`src/rtl/uart_arb_pkg.sv`:
```
// Shared definitions for the two-requester UART transmit arbiter.
//   arb_state_t : arbiter FSM states (idle, owned by requester 0, owned by requester 1)
//   NEWLINE     : byte value that terminates a line and releases the grant
//   IDLE_CNT_W  : width of the grant idle counter
package uart_arb_pkg;

  typedef enum logic [1:0] {
    ST_IDLE   = 2'd0,
    ST_GRANT0 = 2'd1,
    ST_GRANT1 = 2'd2
  } arb_state_t;

  localparam logic [7:0] NEWLINE    = 8'h0A;
  localparam int         IDLE_CNT_W = 8;

endpackage

```
`src/rtl/uart_fifo.sv`:
```
// Byte FIFO for one requester of the UART arbiter.
//   clk, rst     : clock, asynchronous active-high reset (pointers/count only)
//   push_i       : write push_data_i this cycle (ignored when full)
//   push_data_i  : byte to store
//   pop_i        : advance the read pointer this cycle (ignored when empty)
//   head_o       : oldest stored byte, valid while empty_o is low
//   full_o       : DEPTH bytes stored, from the registered count
//   empty_o      : no bytes stored, from the registered count
module uart_fifo #(
  parameter int DEPTH = 4
) (
  input  logic       clk,
  input  logic       rst,
  input  logic       push_i,
  input  logic [7:0] push_data_i,
  input  logic       pop_i,
  output logic [7:0] head_o,
  output logic       full_o,
  output logic       empty_o
);

  localparam int PTR_W = $clog2(DEPTH);
  localparam int CNT_W = PTR_W + 1;

  logic [7:0]       mem_q [DEPTH];
  logic [PTR_W-1:0] wr_ptr_q, wr_ptr_d;
  logic [PTR_W-1:0] rd_ptr_q, rd_ptr_d;
  logic [CNT_W-1:0] count_q, count_d;
  logic             push_ok;
  logic             pop_ok;

  assign full_o  = (count_q == CNT_W'(DEPTH));
  assign empty_o = (count_q == '0);
  assign head_o  = mem_q[rd_ptr_q];

  assign push_ok = push_i && !full_o;
  assign pop_ok  = pop_i && !empty_o;

  // Pointers are exactly log2(DEPTH) bits wide, so the increment wraps modulo DEPTH.
  always_comb begin
    wr_ptr_d = wr_ptr_q;
    rd_ptr_d = rd_ptr_q;
    count_d  = count_q;
    if (push_ok) wr_ptr_d = wr_ptr_q + 1'b1;
    if (pop_ok)  rd_ptr_d = rd_ptr_q + 1'b1;
    case ({push_ok, pop_ok})
      2'b10:   count_d = count_q + 1'b1;
      2'b01:   count_d = count_q - 1'b1;
      default: count_d = count_q;
    endcase
  end

  // Storage is not reset; the emptied count makes stale contents unreachable.
  always_ff @(posedge clk) begin
    if (push_ok) mem_q[wr_ptr_q] <= push_data_i;
  end

  always_ff @(posedge clk or posedge rst) begin
    if (rst) begin
      wr_ptr_q <= '0;
      rd_ptr_q <= '0;
      count_q  <= '0;
    end else begin
      wr_ptr_q <= wr_ptr_d;
      rd_ptr_q <= rd_ptr_d;
      count_q  <= count_d;
    end
  end

endmodule

```
`src/rtl/uart_tx_arbiter.sv`:
```
// Arbitrates two byte streams onto one UART transmitter, one line at a time.
//   CLK, RST               : clock, asynchronous active-high reset
//   reqN_valid/data/ready  : byte offer from requester N into its FIFO
//   wr_valid/wr_data       : registered byte offered to the UART
//   wr_ready               : UART accepts wr_data this cycle
//   grant                  : one-hot owner (bit N = requester N), 00 when idle
// A grant lasts until a newline is loaded or the owner's FIFO stays empty for
// TIMEOUT cycles; ties are broken round-robin.
module uart_tx_arbiter
  import uart_arb_pkg::*;
#(
  parameter int DEPTH   = 4,
  parameter int TIMEOUT = 255
) (
  input  logic       CLK,
  input  logic       RST,
  input  logic       req0_valid,
  input  logic [7:0] req0_data,
  output logic       req0_ready,
  input  logic       req1_valid,
  input  logic [7:0] req1_data,
  output logic       req1_ready,
  output logic       wr_valid,
  output logic [7:0] wr_data,
  input  logic       wr_ready,
  output logic [1:0] grant
);

  localparam logic [IDLE_CNT_W-1:0] IDLE_LAST = IDLE_CNT_W'(TIMEOUT - 1);

  arb_state_t            state_q, state_d;
  logic                  wr_valid_q, wr_valid_d;
  logic [7:0]            wr_data_q, wr_data_d;
  logic [IDLE_CNT_W-1:0] idle_q, idle_d;
  logic                  last_q, last_d;   // index of requester served last

  logic [1:0] req_valid;
  logic [1:0] req_ready;
  logic [7:0] req_data [2];
  logic [1:0] fifo_push;
  logic [1:0] fifo_pop;
  logic [1:0] fifo_full;
  logic [1:0] fifo_empty;
  logic [7:0] fifo_head [2];

  logic       sel;
  logic [7:0] sel_head;

  assign req_valid   = {req1_valid, req0_valid};
  assign req_data[0] = req0_data;
  assign req_data[1] = req1_data;
  assign req0_ready  = req_ready[0];
  assign req1_ready  = req_ready[1];

  generate
    for (genvar gi = 0; gi < 2; gi++) begin : g_fifo
      // Ready comes only from the registered count, and is held low during reset.
      assign req_ready[gi] = !fifo_full[gi] && !RST;
      assign fifo_push[gi] = req_valid[gi] && req_ready[gi];

      uart_fifo #(.DEPTH(DEPTH)) u_fifo (
        .clk         (CLK),
        .rst         (RST),
        .push_i      (fifo_push[gi]),
        .push_data_i (req_data[gi]),
        .pop_i       (fifo_pop[gi]),
        .head_o      (fifo_head[gi]),
        .full_o      (fifo_full[gi]),
        .empty_o     (fifo_empty[gi])
      );
    end
  endgenerate

  assign sel      = (state_q == ST_GRANT1);
  assign sel_head = fifo_head[sel];

  always_comb begin
    state_d    = state_q;
    wr_valid_d = wr_valid_q;
    wr_data_d  = wr_data_q;
    idle_d     = idle_q;
    last_d     = last_q;
    fifo_pop   = 2'b00;

    // A byte sitting in the output register finishes its handshake in any
    // state; a load below overrides this when the register is refilled.
    if (wr_ready) wr_valid_d = 1'b0;

    case (state_q)
      ST_IDLE: begin
        idle_d = '0;
        if (!fifo_empty[0] && !fifo_empty[1]) begin
          state_d = last_q ? ST_GRANT0 : ST_GRANT1;
        end else if (!fifo_empty[0]) begin
          state_d = ST_GRANT0;
        end else if (!fifo_empty[1]) begin
          state_d = ST_GRANT1;
        end
      end

      ST_GRANT0, ST_GRANT1: begin
        if (!fifo_empty[sel]) begin
          if (!wr_valid_q || wr_ready) begin
            fifo_pop[sel] = 1'b1;
            wr_valid_d    = 1'b1;
            wr_data_d     = sel_head;
            idle_d        = '0;
            if (sel_head == NEWLINE) begin
              state_d = ST_IDLE;
              last_d  = sel;
            end
          end
        end else if (idle_q == IDLE_LAST) begin
          state_d = ST_IDLE;
          idle_d  = '0;
          last_d  = sel;
        end else begin
          idle_d = idle_q + 1'b1;
        end
      end

      default: begin
        state_d = ST_IDLE;
        idle_d  = '0;
      end
    endcase
  end

  always_ff @(posedge CLK or posedge RST) begin
    if (RST) begin
      state_q    <= ST_IDLE;
      wr_valid_q <= 1'b0;
      wr_data_q  <= 8'h00;
      idle_q     <= '0;
      last_q     <= 1'b1;
    end else begin
      state_q    <= state_d;
      wr_valid_q <= wr_valid_d;
      wr_data_q  <= wr_data_d;
      idle_q     <= idle_d;
      last_q     <= last_d;
    end
  end

  assign wr_valid = wr_valid_q;
  assign wr_data  = wr_data_q;
  assign grant    = {state_q == ST_GRANT1, state_q == ST_GRANT0};

endmodule
```
`config.mk`:
```
export PLATFORM = sky130hd
export DESIGN_NAME = uart_tx_arbiter
export DESIGN_NICKNAME = d
export VERILOG_FILES = /design/src/rtl/uart_arb_pkg.sv /design/src/rtl/uart_fifo.sv /design/src/rtl/uart_tx_arbiter.sv
export SDC_FILE = /design/constraint.sdc
export NUM_CORES = 1
export LEC_CHECK = 0
export ABC_AREA = 1
export CORE_ASPECT_RATIO = 1.75
export CORE_MARGIN = 1.5
export CORE_UTILIZATION = 30
export CTS_CLUSTER_SIZE = 25
export DETAILED_ROUTE_END_ITERATION = 8
export PLACE_DENSITY = 0.48
export SLEW_MARGIN = 20
export SYNTH_ARGS = -nofsm -noshare
export SYNTH_HDL_FRONTEND = slang
export SYNTH_HIERARCHICAL = 1
export SYNTH_SLANG_ARGS = --single-unit
```
`constraint.sdc`:
```
create_clock -name CLK -period 2.7 [get_ports CLK]
set_input_delay 0.54 -clock CLK [delete_from_list [all_inputs] [get_ports CLK]]
set_output_delay 0.54 -clock CLK [all_outputs]
set_load 0.02 [all_outputs]
```
==> run summary, run 1 <==
The floorplan step defined a core boundary enclosing 15800 sq um. The count of antenna diodes in the layout is 0. The number of hold buffers added after cts came out at 0. The internal power of the cells came out at 0.00350 W. The die is 98.6 microns wide. The first routing iteration left 115 violations. The number of gates resized after CTS was 0.

The number of CTS-inserted buffers is 9. The total via count in the routed design came out at 3238. The final weighted congestion in routability-driven placement is 0.744. The final routed wire length divided by cell count came out at 13.0 microns. The maximum resistive drop on vdd came out at 300 uV. Of the total synthesized cell area, the portion taken by XOR and XNOR cells is 0.00548. The standard-cell row count came out at 61. The remaining antenna violation count after routing is 0.

The count of fill cells added during filler insertion is 1569. The minimum period implied by the final worst setup slack is 2490 ps. The total setup violations reported at the end of the flow came out at 0. The critical path's most frequent cell is nand2_1. The DRC violation count after routing came out at 1. The flip-flop and latch count after synthesis is 98. Static timing analysis puts the maximum clock frequency at 0.402 GHz. The slowest stage of the critical path is the ha_1 cell. By area, the combinational part of the netlist is dominated by simple AND/OR/NAND/NOR gates. The type of the worst setup path is flop to flop. Setup repair after global routing left no endpoint under its margin.

The data arrival time of the critical path came out at 2720 ps. The multiplexer share of the synthesized area is 0. The TritonCTS sink count came out at 98.

The final reports fail on DRC. The maximum root-to-sink buffer count came out at 2. The fraction of the yosys area taken by sequential cells is 0.578.

The switching part of the total came out at 0.398. The run finished, with violations left. The part of the power in the clock network came out at 0.232. The latest clock arrival within the worst-skew pair came out at 340 ps. The clock transition at the registers of the reported paths came out at 70 ps. Of all cell types, the one taking the most synthesized area is edfxtp_1.

The initial antenna violation count came out at 0. The share of total power dissipated in sequential elements is 0.366. At the pin with the least slew margin, the transition time is 521 ps. The worst setup path is captured at a flop. The leakage component of the power came out at 2.58 nW. The remaining global-route overflow is 0.

In this run the tightest slew margin relative to its limit is 0.652. In this run the power spent charging and discharging nets is 0.00231 W. The share of final-layout standard cells stronger than drive strength 1 came out at 0.0993. The library cell used most frequently in the layout, excluding fill and tap cells, is nand2_1. Synthesis produced a netlist whose cell count is 491. The number of nets in the final layout is 577. The sequential cells in the finished layout cover a total of 2770 sq um. The share of total power dissipated in combinational logic is 0.402.

The path class of the lowest-slack min-delay path is flop to flop. Averaged over all synthesized cells, the footprint is 9.77 sq um. The element type at the critical path start is a flop. The share of the core filled with cells came out at 0.360. The number of max-slew violations in the final report is 0. The total power per unit cell area came out at 1020 nW/um^2.

The post-detailed-placement half-perimeter wirelength came out at 7180 microns. The H-tree depth came out at 3. Of the total synthesized cell area, the portion taken by AND, OR, NAND and NOR gates is 0.190. The fraction of synthesized cell area taken by the top area cell type is 0.401. The count of buffers from port buffering came out at 33. For this run, the number of Yosys warnings is 6. The wire length after detailed routing came out at 9540 microns. The number of buffers inserted by post-CTS setup repair is 0. The first-pass GRT wire length is 15800 microns. The worst hold slack is 471 ps. The pre-antenna-repair detailed-routing pass consisted of 8 iterations. By area the synthesized netlist is led by edfxtp_1 40%, dfrtp_1 17%, nand2_1 11%. The overall power of the completed layout came out at 0.00581 W. The count of final hold-check violations came out at 0. In this design, the stage delay of the slowest critical-path cell is 460 ps. The number of nets in the synthesized netlist is 529. The pin count of the biggest net entering global routing came out at 34.

The number of top-level pins came out at 34. The compound-gate portion of the synthesized area came to 0.0733. The distinct cell type count of the synthesized netlist came out at 33. The worst setup skew after layout came out at 9.06 ps. The clock tree from TritonCTS is done. The via count of the first global-routing pass came out at 3267.

The root buffer cell chosen for the clock tree is clkbuf_16. The area growth from synthesis to layout is 18.4%. The final critical-path share of the clock period is 0.921. The synthesized netlist occupies a cell area of 4800 sq um.

The area of the multi-input gates is 1520 sq um. The final total negative setup slack is 0 ps. Measured along the y axis, the die boundary spans 170 microns. Traced cell by cell, the critical path runs through inv_1 -> ha_1 -> nand3_2 -> nor2_1 -> nand2_1 -> inv_1 -> ha_1 -> inv_1 -> fa_1 -> nand2_1 -> nand3_1 -> nand2_1 -> nand2_1. The starting utilization of the core area came out at 0.304. The top cell types in the final layout, fill and taps aside, are 139 x nand2_1, 96 x inv_1, 64 x edfxtp_1, 33 x dfrtp_1, 33 x clkdlybuf4s50_1. The global-route usage over all layers is 0.121. The max-capacitance violation count is 0. The full die area is 16800 sq um.

Of the total synthesized cell area, the portion taken by full adders, half adders and majority gates is 0.0475. The data required time at the worst endpoint is 2930 ps. In this run the worst path has a maximum fanout of 7. The mean number of vias per cell came out at 4.42.
-- synth_stat cells --
master    count
a31oi_1       2
buf_4         4
buf_6         5
clkbuf_8      2
dfrtp_1      33
dfstp_2       1
edfxtp_1     64
fa_1          2
ha_1         15
inv_1        96
inv_2         4
inv_4         1
inv_6         1
nand2_1     139
nand2_2       1
nand2_4       3
nand3_1      14
nand3_2       7
nand4_1       7
nor2_1       29
nor2_2        2
nor2_4        1
nor3_1        2
nor3_2        1
nor3b_1       2
o211ai_1     32
o21a_1        1
o21ai_0      13
o21ai_1       2
o21ai_2       1
o31ai_1       1
xnor2_1       2
xor2_1        1
-- flip-flops by register name, summed over array words and instances, names as in the netlist --
name and flops:
last_q 1, g_fifo.u_fifo/mem_q 64, wr_data 8, g_fifo.u_fifo/wr_ptr_q 4
wr_valid 1, g_fifo.u_fifo/rd_ptr_q 4, idle_q 8, state_q 2
g_fifo.u_fifo/count_q 6
-- metal layers --
metal  track usage  share of wire  routed length (microns)  up-vias
li1              -              -                        -     1675
met1         0.133           0.41                     3920     1511
met2         0.232           0.55                     5250       44
met3        0.0148          0.021                      202        8
met4        0.0509          0.018                      167        0
met5             0              0                        0        -
-- critical path, delay by kind of cell (launching register included) --
| family | cells | cell delay [ps] |
|---|---|---|
| flops | 1 | 370 |
| simple gates | 7 | 780 |
| fa+ha+maj | 3 | 1010 |
| buf+inv | 3 | 200 |
-- cells by family (layout without fill, tap and decap cells) --
kind of cell | after synthesis | in the layout
xor+xnor | 3 | 3
simple gates | 208 | 208
compound gates | 52 | 52
buf+inv | 113 | 166
fa+ha+maj | 17 | 17
flops | 98 | 98
-- power groups by stage --
| stage | Clock [W] | Sequential, W | Combinational [W] |
|---|---|---|---|
| finish | 0.00135 | 0.00213 | 0.00234 |
| global route | 0.00144 | 0.00217 | 0.00269 |
| global placement | 0 | 0.00215 | 0.00233 |
| CTS | 0.00139 | 0.00213 | 0.00238 |
| detailed placement | 0 | 0.00216 | 0.00238 |
| floorplan | 0 | 0.00216 | 0.00172 |
-- final timing paths --
path	from	endpoint	cells after the start	slack (ps)
min reg2reg	g_fifo[0].u_fifo/count_q[0]	g_fifo[0].u_fifo/count_q[0]	1	470
min	g_fifo[0].u_fifo/count_q[0]	g_fifo[0].u_fifo/count_q[0]	1	470
max in group asynchronous	RST	last_q	4	1550
min in group asynchronous	RST	g_fifo[0].u_fifo/rd_ptr_q[0]	3	760
max	state_q[1]	g_fifo[1].u_fifo/count_q[2]	13	210
max reg2reg	state_q[1]	g_fifo[1].u_fifo/count_q[2]	13	210
-- metrics by stage --
step | worst slack (ps) | instance area (sq um) | std cells
after floorplan | 291 | 4800 | 491
after global placement | 90.8 | 5360 | 717
after detailed placement | 12.0 | 5360 | 717
after CTS | 216 | 5680 | 733
after global routing | 40.2 | 5680 | 733
final | 213 | 5680 | 733
-- area by class of cell --
| type | count | share of cell area |
|---|---|---|
| Clock buffer | 9 | 0.0396 |
| Clock inverter | 7 | 0.0163 |
| Sequential cell | 98 | 0.488 |
| Inverter | 102 | 0.0687 |
| Timing Repair Buffer | 48 | 0.0780 |
| Tap cell | 189 | 0.0416 |
| Multi-Input combinational cell | 280 | 0.267 |
(Power assumes the default switching activity.)
==> run 2, diff against run 1 <==
- CORE_ASPECT_RATIO: 1.75 -> 0.8
==> run 2 against run 1 <==
The flow now finishes without violations; utilization grew 0.46 points; die area shrank 0.15%; cell count grew 3.7%; clock skew shrank 0.90 ps; worst hold slack gained 2.0 ps; global-route usage grew 0.18 points; combinational power is essentially flat; highest routed layer unchanged; worst setup slack gained 25 ps; non-clock buffer count grew 1; sequential cell count is the same; first-iteration DRC count grew 44%; critical path depth shrank 9.
==> run summary, run 2 (synthesis results as in run 1) <==
The run finished with clean final reports. The wire length after detailed routing is 9260 microns. The final weighted congestion in routability-driven placement came out at 0.761. The remaining antenna violation count after routing came out at 0. Once detailed placement completed, the half-perimeter wirelength came to 6710 microns. The latest clock arrival within the worst-skew pair is 340 ps. At the pin with the least slew margin, the transition time is 511 ps. The count of final hold-check violations came out at 0. The minimum period implied by the final worst setup slack came out at 2460 ps. In the layout the commonest cells are 139 x nand2_1, 96 x inv_1, 64 x edfxtp_1, 33 x dfrtp_1, 33 x clkdlybuf4s50_1. The cell count of the worst hold path came out at 2. Counting flops per register, the top entry is g_fifo.u_fifo/mem_q. The path class of the lowest-slack min-delay path is flop to flop. The critical path in this run is classified as flop to output port. The internal power of the cells is 0.00350 W.

The combinational group share of total power came out at 0.409. For the worst setup path, the data required time is 2160 ps. The element type at the critical path start is a flop. The cell with the largest stage delay on the worst path is clkdlybuf4s50_1. The initial detailed-routing violation count is 166.

The H-tree depth is 3. The internal reg-to-reg setup slack came out at 260 ps. In this run, post-CTS repair resized a total of 0 instances. The via count of the first global-routing pass is 3248. The remaining global-route overflow is 0.

The standard-cell row count came out at 41. The mean number of vias per cell came out at 4.28. On the final layout, the worst clock skew is 8.16 ps. The final non-filler cell area came out at 5720 sq um.

The maximum root-to-sink buffer count is 2. The maximum fanout along the worst path came out at 11. STA classifies the critical path endpoint as an output port. The leakage component of the power came out at 2.58 nW. The switching power came out at 0.00227 W. After filler insertion, the fill cell instance count of the layout stands at 1612. The multi-input combinational cells in the finished layout cover a total of 1540 sq um.

The final routed wire length divided by cell count is 12.2 microns. The final critical-path share of the clock period is 0.912. The capturing point of the worst reg2reg path is g_fifo[0].u_fifo/count_q[2]. The length of the first detailed-routing pass in iterations came out at 4.

The clock tree from TritonCTS is done. Clock tree synthesis selected as its root buffer the cell clkbuf_16. The cell area after placement came out at 5400 sq um.

The worst max-slew margin expressed relative to the limit is 0.659. The final total negative setup slack is 0 ps. The worst register-to-register path begins at g_fifo[0].u_fifo/count_q[1]. The first-pass GRT wire length is 15500 microns.

Dividing total power by cell area gives a power density of 1010 nW/um^2. The number of antenna diodes in the final layout is 0. The worst register-to-register path has a depth of 17. The storage element area came out at 2770 sq um.

In this run the vertical extent of the chip is 116 microns. The startpoint identified for the worst hold timing path is last_q. Port buffering added 33 buffers.

The max-capacitance violation count is 0. The worst-case IR drop observed on VDD is 339 uV. The number of hold buffers added after cts is 0. Setup repair after global routing left no endpoint under its margin.

Buffers added to address setup during post-CTS repair amount to 0. The total buffers and inverters traversed by the critical path came out at 3. The worst stage delay on the critical path is 630 ps. The fmax came out at 0.406 GHz. The number of max-slew violations in the final report was 0. From left edge to right edge, the die measures 144 microns.

The total setup violations reported at the end of the flow came out at 0. The initial antenna violation count came out at 0. The register with the most flip-flops in the layout has 64 of them. For this run, the post-layout net count is 578. The share of total power dissipated in the clock network is 0.220.

The clock transition at the registers of the reported paths came out at 70 ps. The number of top-level pins is 34. Broken down by cell family, the worst path's largest delay share belongs to buffers and inverters. The full die area is 16800 sq um. The clock net in this run drives a total of 98 sinks. The share of final-layout standard cells stronger than drive strength 1 came out at 0.103. The switching part of the total is 0.393. The share of total power dissipated in sequential elements is 0.371.

Compared with the post-synthesis result, the final layout area differs by 19.1%. Entering global routing, the biggest net connects 34 pins. The DRC violation count after routing is 0.

The total via count in the routed design is 3252. For hold timing, the worst endpoint is last_q. The number of CTS-inserted buffers came out at 9. The starting utilization of the core area is 0.306. Data on the critical path arrives at its endpoint at 1920 ps. For this run, the total global-route usage over all layers was measured as 0.123. The standard cell core area came out at 15700 sq um. Leaving out fill and tap cells, the most frequent cell in the layout is nand2_1. The signal on the critical path passes through inv_1 -> ha_1 -> buf_4 -> clkdlybuf4s50_1.
[run 2: how the worst max path moves through the flow]
stage	from	endpoint	slack, ps	cells after the start
floorplan	state_q[0]	g_fifo[1].u_fifo/count_q[2]	290	17
global placement	wr_ready	g_fifo[0].u_fifo/count_q[2]	60	14
detailed placement	wr_ready	g_fifo[0].u_fifo/count_q[2]	-30	14
CTS	g_fifo[0].u_fifo/count_q[2]	g_fifo[0].u_fifo/count_q[2]	220	17
global route	g_fifo[1].u_fifo/count_q[0]	g_fifo[0].u_fifo/count_q[2]	0.9	17
finish	state_q[0]	grant[1]	240	4
[run 2: power by group through the flow]
stage	sequential, W	clock [W]	combinational [W]
final	0.00214	0.00127	0.00236
after global routing	0.00218	0.00137	0.00272
after CTS	0.00214	0.00131	0.00237
after detailed placement	0.00217	0	0.00236
after global placement	0.00217	0	0.00232
after floorplan	0.00216	0	0.00172
[run 2: area by class of cell]
cell class	instances	share of cell area
flip-flops and latches	98	0.485
well taps	215	0.0471
repair buffers	49	0.0788
clock buffers	10	0.0401
inverters	102	0.0683
clock inverters	6	0.0116
multi-input cells	280	0.269
[run 2: metrics by stage]
step / std cells / power (W) / worst slack (ps) / hold slack, ps / util
after global routing: 760 / 0.00626 / 0.939 / 512 / 0.364
after CTS: 760 / 0.00582 / 223 / 475 / 0.363
after global placement: 744 / 0.00449 / 55.8 / 461 / 0.344
after detailed placement: 744 / 0.00453 / -34.9 / 463 / 0.344
after floorplan: 491 / 0.00388 / 291 / 343 / -
final: 760 / 0.00577 / 238 / 473 / 0.364
[run 2: tightest hold or removal path, stage by stage, from the launching register on]
cell and delay, ps:
dfstp_2 370, nand2_1 50, o21ai_1 50
[run 2: routing by layer]
layer / global-route usage / up-vias / part of all wire
li1: - / 1688 / -
met1: 0.163 / 1511 / 0.50
met2: 0.190 / 42 / 0.44
met3: 0.0402 / 11 / 0.036
met4: 0.0431 / 0 / 0.019
met5: 0 / - / 0
==> run 3, diff against run 2 <==
- CORE_MARGIN: 1.5 -> not set
==> run 3 against run 2 <==
Cell count shrank 0.66%; largest cell class unchanged; critical endpoint is now g_fifo[1].u_fifo/count_q[2]; critical path type is now flop to flop; non-clock buffer count is the same; maximum frequency grew 0.91%; first-iteration DRC count shrank 17%; via count shrank 0.52%; sequential power is essentially flat; die area shrank 1.5%; highest routed layer unchanged; combinational power shrank 2%; worst hold slack lost 2.5 ps; register-to-register slack is essentially flat; utilization grew 0.87 points; worst setup slack gained 22 ps.
==> run summary, run 3 (synthesis results as in run 1) <==
The final setup slack of the worst path came out at 261 ps. The final weighted congestion in routability-driven placement came out at 0.774. The chip width came out at 143 microns.

The number of nets in the final layout is 578. The maximum resistive drop on vdd came out at 401 uV. Measured along the y axis, the die boundary spans 115 microns. The endpoint type of the worst setup path is a flop. The number of setup buffers added after CTS is 0. The area growth from synthesis to layout came out at 19.0%. The number of max-slew violations in the final report came out at 0. The register with the most flip-flops in the final layout is g_fifo.u_fifo/mem_q. For this block, the routed nets add up to 9120 microns of wire. The endpoint identified for the worst register-to-register timing path is g_fifo[1].u_fifo/count_q[2]. The type of the worst setup path is flop to flop. The flip-flop count of the largest register, all copies and words added came out at 64.

In the global route stage, overall resource usage came out at 0.124. The clock transition at the registers of the reported paths is 70 ps. TritonCTS built the clock tree.

The pin count of the biggest net entering global routing is 34. The starting utilization of the core area is 0.313. The count of final hold-check violations came out at 0. The final critical-path share of the clock period is 0.904. The standard cell core area is 15300 sq um.

The pre-CTS setup slack is 38.4 ps. The overall power of the completed layout came out at 0.00579 W. Data arrives at the worst endpoint at 2680 ps. The standard-cell row count came out at 40. The count of buffers from port buffering is 33.

The capturing instance or port of the critical path is g_fifo[1].u_fifo/count_q[2]. The count of non-filler cells in the finished layout is 755. The length of the first detailed-routing pass in iterations is 4.

For this block, the initial DRC count from the detailed router was 137. The routed layout has 3235 vias. The final routed wire length divided by cell count is 12.1 microns. Dividing total power by cell area gives a power density of 1020 nW/um^2. After detailed routing, the number of remaining DRC violations is 0. Summing all flip-flop and latch instances after layout gives 2770 sq um. The count of cells along the worst register-to-register path came out at 17. The share of the core filled with cells is 0.373. The remaining antenna violation count after routing is 0. In this run the worst setup path begins at g_fifo[0].u_fifo/count_q[0]. Counting every sink on the clock net gives 98. CTS built an H-tree with a depth of 3.

Setup repair after global routing could not meet its margin everywhere. The initial antenna violation count came out at 0. The leakage component of the power is 2.58 nW. The worst hold path belongs to the class flop to flop. The full die area is 16500 sq um.

Leaving out fill and tap cells, the most frequent cell in the layout is nand2_1. The maximum fanout along the worst path is 5. The data required time at the worst endpoint is 2940 ps. The max-capacitance violation count is 0. The internal reg-to-reg setup slack is 260 ps. The first global-routing pass estimated 15300 microns of wire. The worst register-to-register path begins at g_fifo[0].u_fifo/count_q[0].

Including well taps, the total number of placed cells is 739. The number of hold buffers added after cts is 0. The slew at the pin with the worst max-slew slack came out at 508 ps. The clock root buffer is clkbuf_16. The worst max-slew margin expressed relative to the limit is 0.661. In the layout the commonest cells are 139 x nand2_1, 96 x inv_1, 64 x edfxtp_1, 33 x dfrtp_1, 33 x clkdlybuf4s50_1. The number of gates resized after CTS came out at 0. The multi-input combinational cells in the finished layout cover a total of 1520 sq um. The share of final-layout standard cells stronger than drive strength 1 came out at 0.0954. The minimum period implied by the final worst setup slack is 2440 ps. The fmax came out at 0.410 GHz. The via count of the first global-routing pass came out at 3081.

The latest clock arrival within the worst-skew pair came out at 340 ps. The number of CTS-inserted buffers is 9. The count of fill cells added during filler insertion is 1577. The maximum root-to-sink buffer count is 2.

The total setup violations reported at the end of the flow is 0. The mean number of vias per cell is 4.28. The worst setup skew after layout came out at 6.29 ps. The worst setup path is launched from a flop. The post-detailed-placement half-perimeter wirelength is 6620 microns. During I/O placement, the number of pins put on the boundary was 34. The count of antenna diodes in the layout is 0. Global routing finished with a remaining overflow of 0. The run finished with clean final reports.
[run 3: worst min path at each step]
stage / depth (start not counted) / from / slack (ps) / endpoint
2_1_floorplan: 1 / RST / 340 / g_fifo[0].u_fifo/count_q[0]
3_3_place_gp: 1 / g_fifo[0].u_fifo/count_q[0] / 460 / g_fifo[0].u_fifo/count_q[0]
3_5_place_dp: 2 / last_q / 460 / last_q
4_1_cts: 2 / last_q / 470 / last_q
5_1_grt: 2 / last_q / 490 / last_q
6_report: 1 / g_fifo[0].u_fifo/count_q[0] / 470 / g_fifo[0].u_fifo/count_q[0]
[run 3: worst max-delay path, stage by stage, from the launching register on]
cell and delay, ps:
dfrtp_1 360, inv_1 110, nand3_2 130, inv_1 100, inv_1 90, o21ai_2 60
inv_1 90, nand3_2 120, nor2_1 200, nand2_1 100, inv_1 80, ha_1 170
inv_1 60, fa_1 380, nand2_1 110, nand3_1 70, nand2_1 50, nand2_1 50
[run 3: where the power goes]
group          switching (W)  leakage [nW]  internal (W)
sequential          0.000217          1.01       0.00192
combinational        0.00146          1.42      0.000847
clock               0.000536         0.147      0.000811
total                0.00222          2.58       0.00358
[run 3: metrics by stage]
stage,area [sq um],hold WS (ps),setup TNS [ps]
floorplan,4800,343,0
global placement,5400,461,0
detailed placement,5400,464,0
CTS,5710,474,0
global route,5710,494,-14.4
finish,5710,470,0
[run 3: area by class of cell]
| class | count | share of cell area |
|---|---|---|
| clock buffer | 11 | 0.0408 |
| sequential | 98 | 0.486 |
| timing repair buffer | 49 | 0.0789 |
| tap | 210 | 0.0460 |
| inverter | 102 | 0.0684 |
| multi-input combinational | 280 | 0.266 |
| clock inverter | 5 | 0.0140 |
[run 3: per-layer routing]
| metal | vias up | wire length [microns] | GRT usage |
|---|---|---|---|
| li1 | 1677 | - | - |
| met1 | 1511 | 4560 | 0.167 |
| met2 | 37 | 4080 | 0.194 |
| met3 | 10 | 346 | 0.0262 |
| met4 | 0 | 136 | 0.0511 |
| met5 | - | 0 | 0 |
